File: config.mk
export PLATFORM = sky130hd
export DESIGN_NAME = cnn_state_update
export DESIGN_NICKNAME = d
export VERILOG_FILES = /design/src/rtl/cnn_state_update.sv
export SDC_FILE = /design/constraint.sdc
export NUM_CORES = 1
export LEC_CHECK = 0
export BUFFER_PORTS_ARGS = -buffer_cell sky130_fd_sc_hd__buf_2
export CORE_MARGIN = 8
export CORE_UTILIZATION = 42
export CTS_BUF_LIST = sky130_fd_sc_hd__clkbuf_16
export CTS_CLUSTER_SIZE = 40
export DETAILED_ROUTE_END_ITERATION = 10
export SLEW_MARGIN = 10
export SYNTH_ARGS = -nofsm -noshare
export SYNTH_HDL_FRONTEND = slang
export SYNTH_SLANG_ARGS = --single-unit
File: constraint.sdc
create_clock -name clk -period 8.2 [get_ports clk]
set_clock_uncertainty 0.05 [all_clocks]
set_input_delay 1.64 -clock clk [delete_from_list [all_inputs] [get_ports clk]]
set_output_delay 1.64 -clock clk [all_outputs]
set_load 0.01 [all_outputs]
File: src/rtl/cnn_state_update.sv
`default_nettype none
// ============================================================================
// Module   : cnn_state_update
// Purpose  : Forward-Euler state integrator for one CNN cell.
//            x_next = x + (-x + sum(A*y) + sum(B*u) + z) * 2^-SHIFT
//            Taps arrive serially and are summed by a single MAC.
//            Optional macro CNN_OUT_STAGE_EN registers the clamped cell
//            output y = clamp(x_next, -1, +1) alongside x_out.
// Revision : 1.0 - initial release
// ============================================================================
module cnn_state_update #(
   parameter int WIDTH = 9,
   parameter int SW    = 2*WIDTH-1,
   parameter int TAPS  = 18,
   parameter int SHIFT = 2,
   parameter int ACC_W = 32
) (
   input  logic             clk,
   input  logic             rst,
   input  logic             start,
   output logic             start_ready,
   input  logic [SW-1:0]    x_in,
   input  logic [SW-1:0]    z_in,
   input  logic             tap_valid,
   output logic             tap_ready,
   input  logic [WIDTH-1:0] tap_coef,
   input  logic [SW-1:0]    tap_data,
   output logic             res_valid,
   input  logic             res_ready,
   output logic [SW-1:0]    x_out,
   output logic [SW-1:0]    y_out
);

   // Full-precision product width and tap counter width
   localparam int c_PW = WIDTH + SW;
   localparam int c_CW = (TAPS > 1) ? $clog2(TAPS) : 1;

   // Saturation bounds of an SW-bit signed sample, held at accumulator width
   localparam logic signed [ACC_W-1:0] c_SAT_MAX = (ACC_W)'((64'sd1 <<< (SW-1)) - 64'sd1);
   localparam logic signed [ACC_W-1:0] c_SAT_MIN = ~c_SAT_MAX;

   typedef enum logic [1:0] {
      S_IDLE   = 2'd0,
      S_ACCUM  = 2'd1,
      S_UPDATE = 2'd2,
      S_DONE   = 2'd3
   } state_t;

   state_t                   r_state;
   state_t                   w_next;
   logic signed [SW-1:0]     r_x;
   logic signed [SW-1:0]     r_z;
   logic signed [ACC_W-1:0]  r_acc;
   logic [c_CW-1:0]          r_count;
   logic [SW-1:0]            r_x_out;

   logic signed [c_PW-1:0]   w_coef_ext;
   logic signed [c_PW-1:0]   w_data_ext;
   logic signed [c_PW-1:0]   w_prod;
   logic signed [ACC_W-1:0]  w_prod_ext;
   logic signed [ACC_W-1:0]  w_x_ext;
   logic signed [ACC_W-1:0]  w_z_ext;
   logic signed [ACC_W-1:0]  w_d;
   logic signed [ACC_W-1:0]  w_s;
   logic signed [ACC_W-1:0]  w_n;
   logic signed [SW-1:0]     w_sat;
   logic                     w_last_tap;

   // Both operands are widened to the product width first, so the multiply
   // yields the exact signed product with no truncation.
   assign w_coef_ext = {{SW{tap_coef[WIDTH-1]}}, tap_coef};
   assign w_data_ext = {{WIDTH{tap_data[SW-1]}}, tap_data};
   assign w_prod     = w_coef_ext * w_data_ext;
   assign w_prod_ext = {{(ACC_W-c_PW){w_prod[c_PW-1]}}, w_prod};

   assign w_x_ext    = {{(ACC_W-SW){r_x[SW-1]}}, r_x};
   assign w_z_ext    = {{(ACC_W-SW){r_z[SW-1]}}, r_z};

   // Euler step: arithmetic shift floors toward minus infinity
   assign w_d        = r_acc - w_x_ext + w_z_ext;
   assign w_s        = w_d >>> SHIFT;
   assign w_n        = w_x_ext + w_s;

   assign w_last_tap = (r_count == c_CW'(TAPS-1));

   // Clip the new state into the representable sample range
   always_comb begin
      w_sat = w_n[SW-1:0];
      if (w_n > c_SAT_MAX) begin
         w_sat = c_SAT_MAX[SW-1:0];
      end else if (w_n < c_SAT_MIN) begin
         w_sat = c_SAT_MIN[SW-1:0];
      end
   end

   // State register
   always_ff @(posedge clk or posedge rst) begin
      if (rst) begin
         r_state <= S_IDLE;
      end else begin
         r_state <= w_next;
      end
   end

   // Next-state decode and handshake outputs, all derived from the state
   always_comb begin
      w_next      = r_state;
      start_ready = 1'b0;
      tap_ready   = 1'b0;
      res_valid   = 1'b0;
      case (r_state)
         S_IDLE: begin
            start_ready = 1'b1;
            if (start) begin
               w_next = S_ACCUM;
            end
         end
         S_ACCUM: begin
            tap_ready = 1'b1;
            if (tap_valid && w_last_tap) begin
               w_next = S_UPDATE;
            end
         end
         S_UPDATE: begin
            w_next = S_DONE;
         end
         S_DONE: begin
            res_valid = 1'b1;
            if (res_ready) begin
               w_next = S_IDLE;
            end
         end
         default: begin
            w_next = S_IDLE;
         end
      endcase
   end

   // Operand capture, MAC accumulation and result registration
   always_ff @(posedge clk or posedge rst) begin
      if (rst) begin
         r_x     <= '0;
         r_z     <= '0;
         r_acc   <= '0;
         r_count <= '0;
         r_x_out <= '0;
      end else begin
         case (r_state)
            S_IDLE: begin
               if (start) begin
                  r_x     <= x_in;
                  r_z     <= z_in;
                  r_acc   <= '0;
                  r_count <= '0;
               end
            end
            S_ACCUM: begin
               if (tap_valid) begin
                  r_acc   <= r_acc + w_prod_ext;
                  r_count <= r_count + c_CW'(1);
               end
            end
            S_UPDATE: begin
               r_x_out <= w_sat;
            end
            default: begin
            end
         endcase
      end
   end

   assign x_out = r_x_out;

`ifdef CNN_OUT_STAGE_EN
   localparam logic signed [SW-1:0] c_ONE  = SW'(1);
   localparam logic signed [SW-1:0] c_MONE = '1;

   logic signed [SW-1:0] w_y;
   logic [SW-1:0]        r_y_out;

   // Piecewise-linear output nonlinearity in integer scaling
   always_comb begin
      w_y = w_sat;
      if (w_sat > c_ONE) begin
         w_y = c_ONE;
      end else if (w_sat < c_MONE) begin
         w_y = c_MONE;
      end
   end

   // Cell output registered together with the state
   always_ff @(posedge clk or posedge rst) begin
      if (rst) begin
         r_y_out <= '0;
      end else if (r_state == S_UPDATE) begin
         r_y_out <= w_y;
      end
   end

   assign y_out = r_y_out;
`else
   assign y_out = '0;
`endif

endmodule
`default_nettype wire

==> flow_summary_export.csv, run 1 <==
group,metric,value,unit
global_route,grt_pass1_wl,54.4,mm
logic_synthesis,synth_cell_types,78,
setup_path,reg2reg_slack,1.27,ns
final_layout,final_area,0.0154,mm^2
floorplan,die_x,201,um
status,status,"finished, final reports clean",
cts,clock_path_buffers,2,
floorplan,initial_utilization,42.7,%
floorplan,die_area,0.0403,mm^2
cts,cts-resized-gates,0,
global_route,grt_overflow_total,0,
sta,hold_viol_final,0,
place,place_area,0.0151,mm^2
hold_path,hp-class,"flip-flop to flip-flop",
logic_synthesis,ys_seq_area_share,15.7,%
global_route,grt_pass1_vias,11100,
floorplan,die_h,201,um
global_route,antenna_found_initial,1,
cts,cts_made_buffers,9,
sta,worst_slew_pin_slew,1.01,ns
sta,slew_violations,0,
floorplan,pin_count,102,
cts,cts-hold-fix-buffers,0,
final_layout,drive_gt1_share,10.6,%
setup_path,arrival,7.58,ns
drt,drcViolationCount,0,
setup_path,worstSetupPathType,"primary input to flip-flop",
drt,dr.pass1.iters,4,
sta,period_share,90.6,%
logic_synthesis,syn_area_per_cell,9.03,um^2
place,globalplace.congestion,0.856,
flow_run,maxCapViolations,0,
sta,min_period,7.43,ns
final_layout,num_antenna_cells,0,
setup_path,r2r-end,"x_out[11]",
hold_path,holdCritStartpoint,"r_acc[8]",
drt,ant_nets,0,
logic_synthesis,synth_fa_ha_area_share,39.7,%
cts,cts_sinks,90,
logic_synthesis,synth.area.mux_share,2.81,%
logic_synthesis,yosysWarnings,0,
final_layout,stdcell_count,2092,
drt,wire_per_inst,15.2,um
floorplan,row_count,67,
sta,rsz0062_at_grt,"no",
logic_synthesis,synth_compound_area_share,13.2,%
cts,clkTransAtPathRegs,0.07,ns
cts,root_buffer,"clkbuf_16",
cts,htreeDepth,3,
setup_path,startpoint_type,"primary input",
cts,insertion_delay,0.35,ns
sta,max-slew-margin-rel,32.4,%
setup_path,cp.required,8.35,ns
sta,setup_viol,0,
cts,cts_tree,"yes",
logic_synthesis,ys_ff_latch,90,
place,io_buffer_count,84,
logic_synthesis,netlist_area,0.0143,mm^2
global_route,grt_max_degree,79,
place,dpl_worst_slack,0.455,ns
hold_path,hold_path_end,"r_acc[8]",
final_layout,area_growth,7.50,%
final_layout,layout.cells.most_common,"inv_1",
logic_synthesis,synth_top_family_by_area,"adder cells",
sta,fin_ws,0.769,ns
drt,num_vias,10700,
sta,max_freq,135,MHz
logic_synthesis,async_flop_share,100,%
drt,post_drt_via_cell_ratio,5.12,
logic_synthesis,synth_xor_area_share,5.01,%
drt,wirelength,31.9,mm
final_layout,most-common-layout-cells,"inv_1 (269), fa_1 (193), nand2_1 (161), ha_1 (146), dfrtp_1 (90)",
setup_path,cp-end-kind,"flip-flop",
setup_path,r2r-start,"r_z[16]",
logic_synthesis,syn_inst,1586,
setup_path,cp_max_fo,17,
floorplan,core,0.0335,mm^2
cts,cts_setup_buffers,0,
logic_synthesis,synth_ff_type,"dfrtp_1",
setup_path,rr_worst_depth,23,
sta,fin_tns_setup,0,ns
drt,drtIter0Drc,459,
global_route,grt_use_total,16.0,%
logic_synthesis,synthSimpleGateAreaFrac,14.1,%
hold_path,hold_path_depth,2,
logic_synthesis,synth_edf_count,0,
place,place_inst,2076,
final_layout,nNetsFinal,2043,
place,hpwl,27.1,mm
## final cells by class
class,count,area (um^2)
inverter,269,1010
tap,448,561
fill,3326,18100
multi-input combinational,1176,10800
clock buffer,9,225
clock inverter,7,70.1
timing repair buffer,93,488
sequential,90,2250
## worst max-delay path: stages
cell and delay, ns:
buf_2 0.26, nand2_1 0.12, fa_1 0.51, fa_1 0.49
inv_1 0.06, fa_1 0.53, inv_1 0.06, fa_1 0.53
inv_1 0.05, fa_1 0.47, ha_1 0.37, a2111oi_0 0.39
o21ai_1 0.19, nand4_1 0.17, a311oi_1 0.19, or4b_1 0.54
o2111ai_1 0.13, nand3_1 0.14, o41ai_2 0.29, o21ai_0 0.17
xnor2_1 0.17, o21ai_0 0.08
## sequential cells by signal (all words and copies together) (netlist names)
signal   count
r_count      5
r_z         17
r_x         17
x_out       17
r_state      2
r_acc       32
## Yosys cell counts (all sizes together), types with 4 or more instances
cell | instances | share of area (%)
a21oi | 76 | 3.0
mux2 | 34 | 2.7
o2111ai | 5 | 0.35
a21o | 36 | 1.9
a22o | 4 | 0.24
inv | 269 | 7.1
nand3 | 20 | 0.70
dfrtp | 90 | 16
o21bai | 8 | 0.42
ha | 146 | 13
a31oi | 7 | 0.31
nor2 | 80 | 2.1
and2 | 57 | 2.5
buf | 24 | 1.2
o21ai | 81 | 2.8
nand2b | 29 | 1.3
fa | 193 | 27
a211o | 4 | 0.24
o21a | 18 | 1.0
xor2 | 31 | 1.9
xnor2 | 51 | 3.1
nor2b | 13 | 0.57
a211oi | 8 | 0.42
nand2 | 161 | 4.2
and3 | 8 | 0.35
clkbuf | 43 | 1.1
a21boi | 4 | 0.24
nand4 | 14 | 0.66
nor3 | 19 | 0.66
o31ai | 6 | 0.41
## stage by stage
stage          hold slack [ns]  utilization (%)
2_1_floorplan            0.400                -
3_3_place_gp             0.417             45.0
3_5_place_dp             0.434             45.0
4_1_cts                  0.452             45.9
5_1_grt                  0.483             45.9
6_report                 0.452             45.9
## routing by layer
| layer | wire, um | track usage, % | part of all wire [%] | up-vias |
|---|---|---|---|---|
| met3 | 702 | 1.60 | 2.2 | 27 |
| met5 | 0 | 0 | 0 | - |
| met1 | 14200 | 20.6 | 45 | 5361 |
| li1 | - | - | - | 5197 |
| met4 | 383 | 2.89 | 1.2 | 0 |
| met2 | 16600 | 29.0 | 52 | 136 |
## worst max-delay path by stage
stage	start	to	slack (ns)	cells past startpoint
after floorplan	tap_coef[2]	r_acc[31]	0.70	23
after global placement	tap_data[0]	r_acc[31]	0.48	22
after detailed placement	tap_data[0]	r_acc[31]	0.45	22
after CTS	tap_data[0]	r_acc[31]	0.80	22
after global routing	tap_coef[5]	r_acc[31]	0.50	22
final	tap_coef[5]	r_acc[31]	0.77	22
## logic make-up (layout without fill, tap and decap cells)
kind of cell / count (synthesis) / after routing
muxes: 36 / 36
DFF: 90 / 90
and+or+nand+nor: 418 / 418
xor gates and xnor gates: 82 / 82
buffers and inverters: 336 / 378
other: 1 / 17
adders and majority gates: 339 / 339
AOI/OAI and AO/OA: 284 / 284
Power of run 1 is not shown: default switching activity piles up to over one toggle a cycle in this logic, so the estimate is an artifact.
==> run 2: changes to the inputs <==
==> constraint.sdc (replaced) <==
create_clock -name clk -period 8.2 [get_ports clk]
set_clock_uncertainty 0.05 [all_clocks]
set_input_delay 0 -clock clk [delete_from_list [all_inputs] [get_ports clk]]
set_output_delay 0 -clock clk [all_outputs]
set_load 0.01 [all_outputs]
==> run 2 against run 1 <==
Effect of this change: first-iteration DRC count decreased by 5.9%; global-route usage decreased by 0.077 points; critical path depth increased by 1; highest routed layer unchanged; hold slack got worse by 0.36 ns; flip-flop and latch count unchanged; non-clock buffer count increased by 33; largest cell class unchanged; sequential share of layout area decreased by 0.32 points; cell count increased by 1.6%; worst setup slack improved by 0.66 ns; via count increased by 1.0%.
==> flow_summary_export.csv, run 2 (same netlist as run 1, synthesis figures left out) <==
group,metric,value,unit
flow_run,maxCapViolations,0,
setup_path,worstSetupPathType,"flip-flop to flip-flop",
floorplan,die_x,201,um
drt,wire_per_inst,15.0,um
setup_path,arrival,7.00,ns
sta,fin_tns_setup,0,ns
drt,post_drt_via_cell_ratio,5.10,
final_layout,nNetsFinal,2076,
global_route,grt_overflow_total,0,
hold_path,hp-class,"primary input to flip-flop",
sta,rsz0062_at_grt,"no",
cts,htreeDepth,3,
global_route,grt_pass1_wl,54.4,mm
cts,cts_setup_buffers,0,
setup_path,rr_worst_depth,23,
cts,clock_path_buffers,2,
drt,num_vias,10800,
setup_path,cp-end-kind,"flip-flop",
final_layout,num_antenna_cells,0,
drt,wirelength,31.9,mm
setup_path,cp_cell_sequence,"inv_1 -> fa_1 -> ha_1 -> a21o_1 -> a21oi_1 -> nand3_1 -> a211oi_1 -> o31ai_1 -> a21oi_1 -> nor2b_1 -> a221oi_1 -> xnor2_1 -> ha_1 -> a21o_1 -> a21oi_1 -> o21ai_0 -> or3_1 -> nor3_1 -> a311oi_1 -> nand4_1 -> nor4_4 -> o21ai_0 -> a21oi_1",
final_layout,regMostFlops,"r_acc",
final_layout,seqCellArea,0.00225,mm^2
sta,setup_viol,0,
setup_path,slowest_delay,0.85,ns
setup_path,cp_max_fo,19,
cts,cts-resized-gates,0,
global_route,antenna_found_initial,0,
floorplan,die_area,0.0403,mm^2
final_layout,stdcell_count,2125,
cts,cts_sinks,90,
setup_path,critical-path-top-delay-family,"compound AO/OA/AOI/OAI gates",
place,place_area,0.0151,mm^2
place,io_buffer_count,84,
place,place_inst,2074,
setup_path,crit_path_top_delay_cell,"dfrtp_1",
place,globalplace.congestion,0.807,
global_route,grt_use_total,16.0,%
cts,insertion_delay,0.36,ns
drt,drtIter0Drc,432,
setup_path,crit_top_cell,"a21oi_1",
sta,slew_violations,0,
floorplan,die_h,201,um
setup_path,path_buf_inv,1,
final_layout,fill_cells,3284,
floorplan,initial_utilization,42.7,%
setup_path,startpoint_type,"flip-flop",
place,hpwl,26.7,mm
sta,max_freq,148,MHz
setup_path,cp.depth,23,
global_route,grt_pass1_vias,11200,
status,status,"finished, final reports clean",
final_layout,multi_input_area,0.0108,mm^2
floorplan,row_count,67,
setup_path,cp.required,8.43,ns
final_layout,drive_gt1_share,10.3,%
global_route,grt_max_degree,50,
final_layout,most-common-layout-cells,"inv_1 (268), fa_1 (193), nand2_1 (161), ha_1 (146), dfrtp_1 (90)",
hold_path,hold_path_depth,3,
final_layout,largest_reg_flops,32,
floorplan,core,0.0335,mm^2
cts,cts-hold-fix-buffers,35,
drt,dr.pass1.iters,5,
setup_path,reg2reg_slack,1.43,ns
final_layout,area_growth,9.86,%
cts,root_buffer,"clkbuf_16",
cts,cts_made_buffers,9,
final_layout,layout.cells.most_common,"inv_1",
drt,ant_nets,0,
cts,clkTransAtPathRegs,0.07,ns
sta,worst_slew_pin_slew,1.05,ns
sta,max-slew-margin-rel,30.0,%
final_layout,final_area,0.0157,mm^2
drt,drcViolationCount,0,
floorplan,pin_count,102,
cts,cts_tree,"yes",
sta,hold_viol_final,0,
sta,period_share,82.5,%
sta,min_period,6.77,ns
## run 2: cell count changes in the layout (fill, tap and decap cells not counted), sizes merged
cell         before  now
bufinv            1    0
buf              93   91
clkinv            2    5
dlygate4sd3       0   35
clkinvlp          2    0
## run 2: through the flow
| stage | hold WS [ns] | setup WS, ns | util [%] |
|---|---|---|---|
| 5_1_grt | 0.111 | 0.734 | 46.9 |
| 3_3_place_gp | 0.0381 | 1.66 | 45.0 |
| 3_5_place_dp | 0.0398 | 1.44 | 45.0 |
| 6_report | 0.0965 | 1.43 | 46.9 |
| 4_1_cts | 0.0786 | 1.40 | 46.9 |
| 2_1_floorplan | 0.101 | 1.91 | - |
## run 2: final cells by class
class                   instances  share of cell area, %
clock buffers                   9                   1.43
clock inverters                 7                  0.469
multi-input cells            1176                   68.6
inverters                     269                   6.43
well taps                     448                   3.56
flip-flops and latches         90                   14.3
repair buffers                126                   5.23
## run 2: worst paths after layout
| check | startpoint | endpoint |
|---|---|---|
| setup / recovery | r_x[16] | x_out[13] |
| hold / removal | res_ready | r_state[0] |
| setup reg to reg | r_x[16] | x_out[13] |
| hold reg to reg | r_acc[8] | r_acc[8] |
| max in group asynchronous | rst | r_acc[29] |
| min in group asynchronous | rst | r_z[0] |
## run 2: metal layers
layer	GRT usage, %	up-vias	part of all wire, %
li1	-	5258	-
met1	20.6	5423	44
met2	28.8	123	52
met3	1.57	25	2.1
met4	3.05	0	1.3
met5	0	-	0
## run 2: worst reg2reg max path, delay by kind of cell, from the launching register on
family | cells | cell delay [ns]
AND/OR/NAND/NOR | 6 | 1.31
buffers and inverters | 1 | 0.20
AO/OA/AOI/OAI | 12 | 2.82
XOR/XNOR | 1 | 0.11
flip-flops | 1 | 0.85
adder cells (fa/ha/maj) | 3 | 1.35
Power of run 2 is left out for the same reason.
